<file path="src/rtl/seqdet_pkg.sv">
// rtl/seqdet_pkg.sv - shared defaults and width helper for the serial sequence detector
package seqdet_pkg;

    localparam int DEFAULT_MAX_LEN = 8;
    localparam int DEFAULT_CNT_W   = 8;

    // Bits needed to hold any value 0..max_len inclusive.
    function automatic int len_width(input int max_len);
        return $clog2(max_len + 1);
    endfunction

endpackage

</file>
<file path="src/rtl/seqdet_history.sv">
// rtl/seqdet_history.sv - serial history shift register and saturating fill count
module seqdet_history
    import seqdet_pkg::*;
#(
    parameter int MAX_LEN = DEFAULT_MAX_LEN,
    localparam int LEN_W  = len_width(MAX_LEN)
) (
    input  logic               CLK,
    input  logic               RST,
    input  logic               EN,
    input  logic               X,
    input  logic               CLR_FILL,
    output logic [MAX_LEN-1:0] HIST,
    output logic [LEN_W-1:0]   FILL
);

    localparam logic [LEN_W-1:0] FILL_FULL = LEN_W'(MAX_LEN);

    logic [MAX_LEN-1:0] r_hist;
    logic [LEN_W-1:0]   r_fill;

    always_ff @(posedge CLK or posedge RST) begin
        if (RST) begin
            r_hist <= '0;
            r_fill <= '0;
        end else if (EN) begin
            r_hist <= {r_hist[MAX_LEN-2:0], X};
            // A non-overlapping match restarts the count but keeps the old bits.
            if (CLR_FILL) begin
                r_fill <= '0;
            end else if (r_fill != FILL_FULL) begin
                r_fill <= r_fill + 1'b1;
            end
        end
    end

    assign HIST = r_hist;
    assign FILL = r_fill;

endmodule

</file>
<file path="src/rtl/seq_detector_param.sv">
// rtl/seq_detector_param.sv - programmable serial pattern detector; optional match counter via SEQDET_COUNT_EN
module seq_detector_param
    import seqdet_pkg::*;
#(
    parameter int MAX_LEN = DEFAULT_MAX_LEN,
    parameter int CNT_W   = DEFAULT_CNT_W,
    localparam int LEN_W  = len_width(MAX_LEN)
) (
    input  logic               CLK,
    input  logic               RST,
    input  logic               EN,
    input  logic               X,
    input  logic [MAX_LEN-1:0] PAT,
    input  logic [LEN_W-1:0]   LEN,
    input  logic               OVERLAP,
    output logic               Y
`ifdef SEQDET_COUNT_EN
    ,
    output logic [CNT_W-1:0]   CNT
`endif
);

    localparam logic [LEN_W-1:0] FILL_FULL = LEN_W'(MAX_LEN);

    logic [MAX_LEN-1:0] w_hist;
    logic [LEN_W-1:0]   w_fill;
    logic [MAX_LEN-1:0] w_hist_next;
    logic [LEN_W-1:0]   w_fill_next;
    logic [MAX_LEN-1:0] w_mask;
    logic               w_len_ok;
    logic               w_match;
    logic               w_clr_fill;
    logic               r_y;

    generate
        if (MAX_LEN < 2 || MAX_LEN > 32 || CNT_W < 1 || CNT_W > 32) begin : g_param_out_of_range
        end
    endgenerate

    seqdet_history #(
        .MAX_LEN (MAX_LEN)
    ) u_history (
        .CLK      (CLK),
        .RST      (RST),
        .EN       (EN),
        .X        (X),
        .CLR_FILL (w_clr_fill),
        .HIST     (w_hist),
        .FILL     (w_fill)
    );

    // Match is judged on the post-edge history, so mirror the history update here.
    assign w_hist_next = {w_hist[MAX_LEN-2:0], X};
    assign w_fill_next = (w_fill == FILL_FULL) ? w_fill : w_fill + 1'b1;
    assign w_mask      = ~({MAX_LEN{1'b1}} << LEN);
    assign w_len_ok    = (LEN != '0) && (LEN <= FILL_FULL);
    assign w_match     = EN && w_len_ok && (w_fill_next >= LEN)
                       && ((w_hist_next & w_mask) == (PAT & w_mask));
    assign w_clr_fill  = w_match && !OVERLAP;

    always_ff @(posedge CLK or posedge RST) begin
        if (RST) begin
            r_y <= 1'b0;
        end else begin
            r_y <= w_match;
        end
    end

    assign Y = r_y;

`ifdef SEQDET_COUNT_EN
    logic [CNT_W-1:0] r_cnt;

    always_ff @(posedge CLK or posedge RST) begin
        if (RST) begin
            r_cnt <= '0;
        end else if (w_match && (r_cnt != {CNT_W{1'b1}})) begin
            r_cnt <= r_cnt + 1'b1;
        end
    end

    assign CNT = r_cnt;
`endif

endmodule

</file>
<file path="config.mk">
export PLATFORM = sky130hd
export DESIGN_NAME = seq_detector_param
export DESIGN_NICKNAME = d
export VERILOG_FILES = /design/src/rtl/seqdet_pkg.sv /design/src/rtl/seqdet_history.sv /design/src/rtl/seq_detector_param.sv
export SDC_FILE = /design/constraint.sdc
export NUM_CORES = 1
export LEC_CHECK = 0
export ABC_AREA = 1
export BUFFER_PORTS_ARGS = -buffer_cell sky130_fd_sc_hd__buf_2
export CORE_MARGIN = 8
export CORE_UTILIZATION = 40
export CTS_CLUSTER_DIAMETER = 200
export DETAILED_ROUTE_END_ITERATION = 12
export PLACE_DENSITY_LB_ADDON = 0.2
export REMOVE_ABC_BUFFERS = 1
export SYNTH_ARGS = -nofsm -noshare
export SYNTH_HDL_FRONTEND = slang
export SYNTH_SLANG_ARGS = --single-unit
</file>
<file path="constraint.sdc">
create_clock -name CLK -period 2.4 [get_ports CLK]
set_input_delay 0.48 -clock CLK [delete_from_list [all_inputs] [get_ports CLK]]
set_output_delay 0.48 -clock CLK [all_outputs]
set_load 0.02 [all_outputs]
</file>
# --- Word-level counts from Yosys, hierarchy flattened ---
# Cells that the tools add are included.
# W data, S select, Z words.
word_totals:
  register_bits: 12
  output_inout_bits: 1
  word_cells: 25
op_classes:
  n_bitwise: 3
  magnitude_cmp: 2
  n_mux: 3
  eq_ne: 3
  n_addsub: 1
  n_reduce_logical: 9
  shift: 1
op_table:
  columns: ["cell", "n"]
  rows:
  - ["$and A8 B8 Y8", 2]
  - ["$mux W4", 3]
  - ["$eq A8 B8 Y1", 1]
  - ["$not A8 Y8", 1]
  - ["$shl A8 B4 Y8 const A", 1]
  - ["$logic_and A1 B1 Y1", 5]
  - ["$add A4 B1 Y4 const B", 1]
  - ["$eq A4 B4 Y1 const B", 1]
  - ["$ge A4 B4 Y1", 1]
  - ["$le A4 B4 Y1 const B", 1]
  - ["$ne A4 B4 Y1 const B", 1]
  - ["$reduce_bool A4 Y1", 1]
  - ["$reduce_and A2 Y1", 1]
  - ["$reduce_bool A2 Y1", 1]
  - ["$logic_not A1 Y1", 1]

# --- Longest topological paths before layout ---
depth:
  word_depth: 8
  mapped_depth: 16
  ltp_nobuf: 16

# --- By module ---
# A second synthesis with hierarchy kept.
hier_totals:
  hier_cells: 165
  hier_area_um2: 1049.8
by_module_without_submodules:
  columns: ["module", "n_inst", "cells_each", "area_each_um2"]
  rows:
  - ["seqdet_history", 1, 67, 563.0]
  - ["seq_detector_param", 1, 98, 486.7]

# --- Worst setup path after synthesis ---
# No wires, ideal clock.
synth_timing:
  kind: "reg-to-reg"
  start: "register u_history.r_fill[0], in the netlist u_history.FILL[0]"
  end: "register u_history.r_fill[1], in the netlist u_history.FILL[1]"
  arrival_ps: 2025
  path_slack_ps: 257
  path_stages_with_launch: 17
  t_required_ps: 2282
  cell_sequence: "dfrtp_1 > inv_1 > ha_1 > nand3_1 > xor2_1 > ha_1 > inv_1 > nand2_1 > nand2_1 > a21oi_1 > nor2_4 > nor2_2 > nand3_2 > nand2_1 > nand2_1 > nand2_1 > nand2_1"
synth_via:
  elab_chain_len: 8
  elab_cells_between_ends: 12
  classes_between: "add/sub: 1; order compare: 1; eq/ne: 2; mux: 3; reduce/logical: 5"
synth_lines:
  columns: ["element", "line_no", "source"]
  rows:
  - ["start, declared", "seqdet_history.sv:20", "logic [LEN_W-1:0] r_fill;"]
  - ["start signal, assigned", "seqdet_history.sv:32", "r_fill <= r_fill + 1'b1;"]
  - ["$add A4 B1 Y4 or $eq A4 B4 Y1 (tied branches)", "seqdet_history.sv:32, seq_detector_param.sv:54", null]
  - ["$mux W4", "seq_detector_param.sv:54", "assign w_fill_next = (w_fill == FILL_FULL) ? w_fill : w_fill + 1'b1;"]
  - ["$ge A4 B4 Y1", "seq_detector_param.sv:57", "assign w_match = EN && w_len_ok && (w_fill_next >= LEN)"]
  - ["$logic_and A1 B1 Y1", "seq_detector_param.sv:57", null]
  - ["$logic_and A1 B1 Y1", "seq_detector_param.sv:58", "&& ((w_hist_next & w_mask) == (PAT & w_mask));"]
  - ["$logic_and A1 B1 Y1", "seq_detector_param.sv:59", "assign w_clr_fill = w_match && !OVERLAP;"]
  - ["$reduce_bool A2 Y1 (no source line)", null, null]
  - ["$reduce_and A2 Y1 (no source line)", null, null]
# Several ways; a longest one is shown, not always the timed one. The select of a mux whose other input is x is not followed.
# A chain may end at the register's enable or synchronous reset.

# --- Worst setup path after layout ---
# Ends and elaborated chain as after synthesis.

==> metrics.txt <==
fmax 454.6 MHz; total gr overflow 0; met3 wire length around 90 um; slew of the pin with the lowest slew margin around 0.48 ns; R2R Setup Slk about 0.2 ns; core area approximately 2200 um2; Netlist Area Pre-Place ~930 um2; post-layout minimum cycle time about 2.2 ns; crit-path cells inv_2, ha_4, nand3_4, xor2_1, ha_1, inv_1, nand2_1, nand2_1, a21oi_2, nor2_4, nor2_2, nand3_2, nand2_1, nand2_1, nand2_1, nand2_1; FF+latch count, synth 12; Worst-path clk slew approximately 0.070 ns; synthesized area per cell 6.706 um2; RSZ-0062 raised after global routing no; endpoint class of the critical path flop; final hold vios 0; status finished, final reports clean; hold slack 0.2121 ns; CTS sink cnt 12; gr usage total about a tenth; Fill cells around 240; vias in the first global route around 840; Mapped Cells between 100 and 150; full die area around 4100 um2; Met2 Routed Length 828 um; antenna-violating nets left 0; Post-DP HPWL between 1500 and 2000 um; die height about 64 um; Num CTS Buffers 3; max-slew violations 0; clk_lat worst skew about 0.27 ns; area leader, netlist dfrtp_1; share of cells above drive strength 1 about a quarter; CP Launch Type flop; Slowest-stage cell, CP dfrtp_1; # rows 17; Pre-Repair DR Iteration Count 4; required time worst endpoint ~2.6 ns; clk_skew between 0.002 and 0.003 ns; worst endpoint data arrival time 2.37 ns; fin crit share 91.66%; Setup TNS 0 ns; Synth top area share approximately a third; CTS tree done; yosys warns 0; pwr dens ~800 nW/um2; initial antenna violation count 0; number of max-cap violations 0; routed vias between 800 and 900; CTS H-tree lvls 1; crit path max fanout 7; io pins 18; register area share after synthesis between 30% and 40%; WL met1 slightly above 1000 um; ANT cells 0; most frequent CP cell nand2_1; largest net degree at the start of global routing 18; routed len/inst around 11 um; buffers added on ports 17; Leak about 0.64 nW; GPL Wtd Cong about 0.79; Starting Density between 40% and 50%; P&R area growth vs syn 17.58%; DR DRC count 0; commonest non-fill, non-tap cell in the layout nand2_1; # hold bufs at CTS 0; Final setup violation count 0; Worst Hold Class input pin to asynchronous set/reset pin; Vias/cell 4.631; Cell variety after synth 20; Max stage delay on crit path roughly 0.41 ns; Slew headroom 67.88%; clk buf depth 2; Worst VDD drop around 0.56 mV; first-pass GRT wire length about 3500 um; number of DRC markers in iteration 0 43; chip width 64.28 um; most frequent cells in the layout nand2_1, inv_1, buf_2, dfrtp_1, o21ai_0; top sig layer met4; Final nets roughly 180; Synth area leaders dfrtp_1, nand2_1, inv_1, ha_1, o21ai_0; CTS root buffer clkbuf_4; critical path type flop to flop; WL final roughly 2000 um
==> flip-flops by register name, summed over array words and instances (netlist names) <==
name	flops
Y	1
u_history.FILL	4
u_history.HIST	7
==> worst paths after layout <==
check	from	cells after the start	to
max	u_history.FILL[0]	16	u_history.FILL[1]
min	RST	2	u_history.HIST[0]
max reg2reg	u_history.FILL[0]	16	u_history.FILL[1]
min reg2reg	u_history.HIST[6]	2	u_history.HIST[6]
max in group asynchronous	RST	2	u_history.HIST[5]
min in group CLK	X	3	u_history.HIST[0]
==> metrics by stage <==
stage / setup slack [ns] / cell area, um2 / utilization [%] / instances / power (mW)
2_1_floorplan: 0.2567 / 909.6 / - / 137 / 0.5817
3_3_place_gp: 0.1484 / 1030 / 46.55 / 182 / 0.6586
3_5_place_dp: 0.06207 / 1030 / 46.55 / 182 / 0.6719
4_1_cts: 0.04472 / 1052 / 47.57 / 185 / 0.7974
5_1_grt: 0.003966 / 1096 / 49.55 / 187 / 0.9571
6_report: 0.2001 / 1096 / 49.55 / 187 / 0.8754
==> logic make-up after synthesis <==
| logic type | Yosys count | synth area share (%) |
|---|---|---|
| compound gates | 12 | 6.980 |
| xor+xnor | 4 | 3.759 |
| flops | 12 | 32.21 |
| simple gates | 76 | 35.70 |
| fa+ha+maj | 6 | 8.053 |
| buf+inv | 29 | 13.29 |
==> worst max-delay path: cells and delay by family (launching register included) <==
kind                       cells  cell delay [ns]
and+or+nand+nor               10             0.76
DFF                            1             0.41
AOI/OAI and AO/OA              1             0.17
xor gates and xnor gates       1             0.18
buffers and inverters          2             0.14
adders and majority gates      2             0.43
==> synth_stat cells <==
cell type,n
dfrtp_1,12
buf_6,2
ha_1,6
nor2_2,5
o22ai_1,2
a21o_1,1
nand3_1,6
xnor2_1,1
a21oi_1,1
clkinv_1,1
nor2_1,4
o21ai_0,8
inv_1,22
nand3_2,2
nand4_1,2
inv_2,4
nor2_4,1
nand2_1,55
xor2_1,3
or2_0,1
==> layer usage <==
layer,vias up,GRT usage [%]
met5,-,0
met4,0,5.722
met3,5,2.613
met2,15,15.16
met1,386,13.74
li1,460,-
==> power by group <==
part / internal [mW] / switching (mW)
clock network: 0.0581 / 0.0631
registers: 0.248 / 0.0478
logic: 0.204 / 0.254
total: 0.511 / 0.365
==> repair_timing <==
item | 4_1_cts | 5_1_grt
buffers inserted | 0 | 2
gates resized for setup | 0 | 7
endpoints found under the setup margin | 0 | 4
==> cell type report <==
type | count | area [um2] | share of cell area (%)
inverter | 27 | 101.3 | 9.247
clock buffer | 3 | 22.52 | 2.055
tap | 28 | 35.03 | 3.196
sequential | 12 | 300.3 | 27.40
timing repair buffer | 19 | 100.1 | 9.132
multi-input combinational | 98 | 536.8 | 48.97
Note: power is estimated with default switching activity, not from simulation.
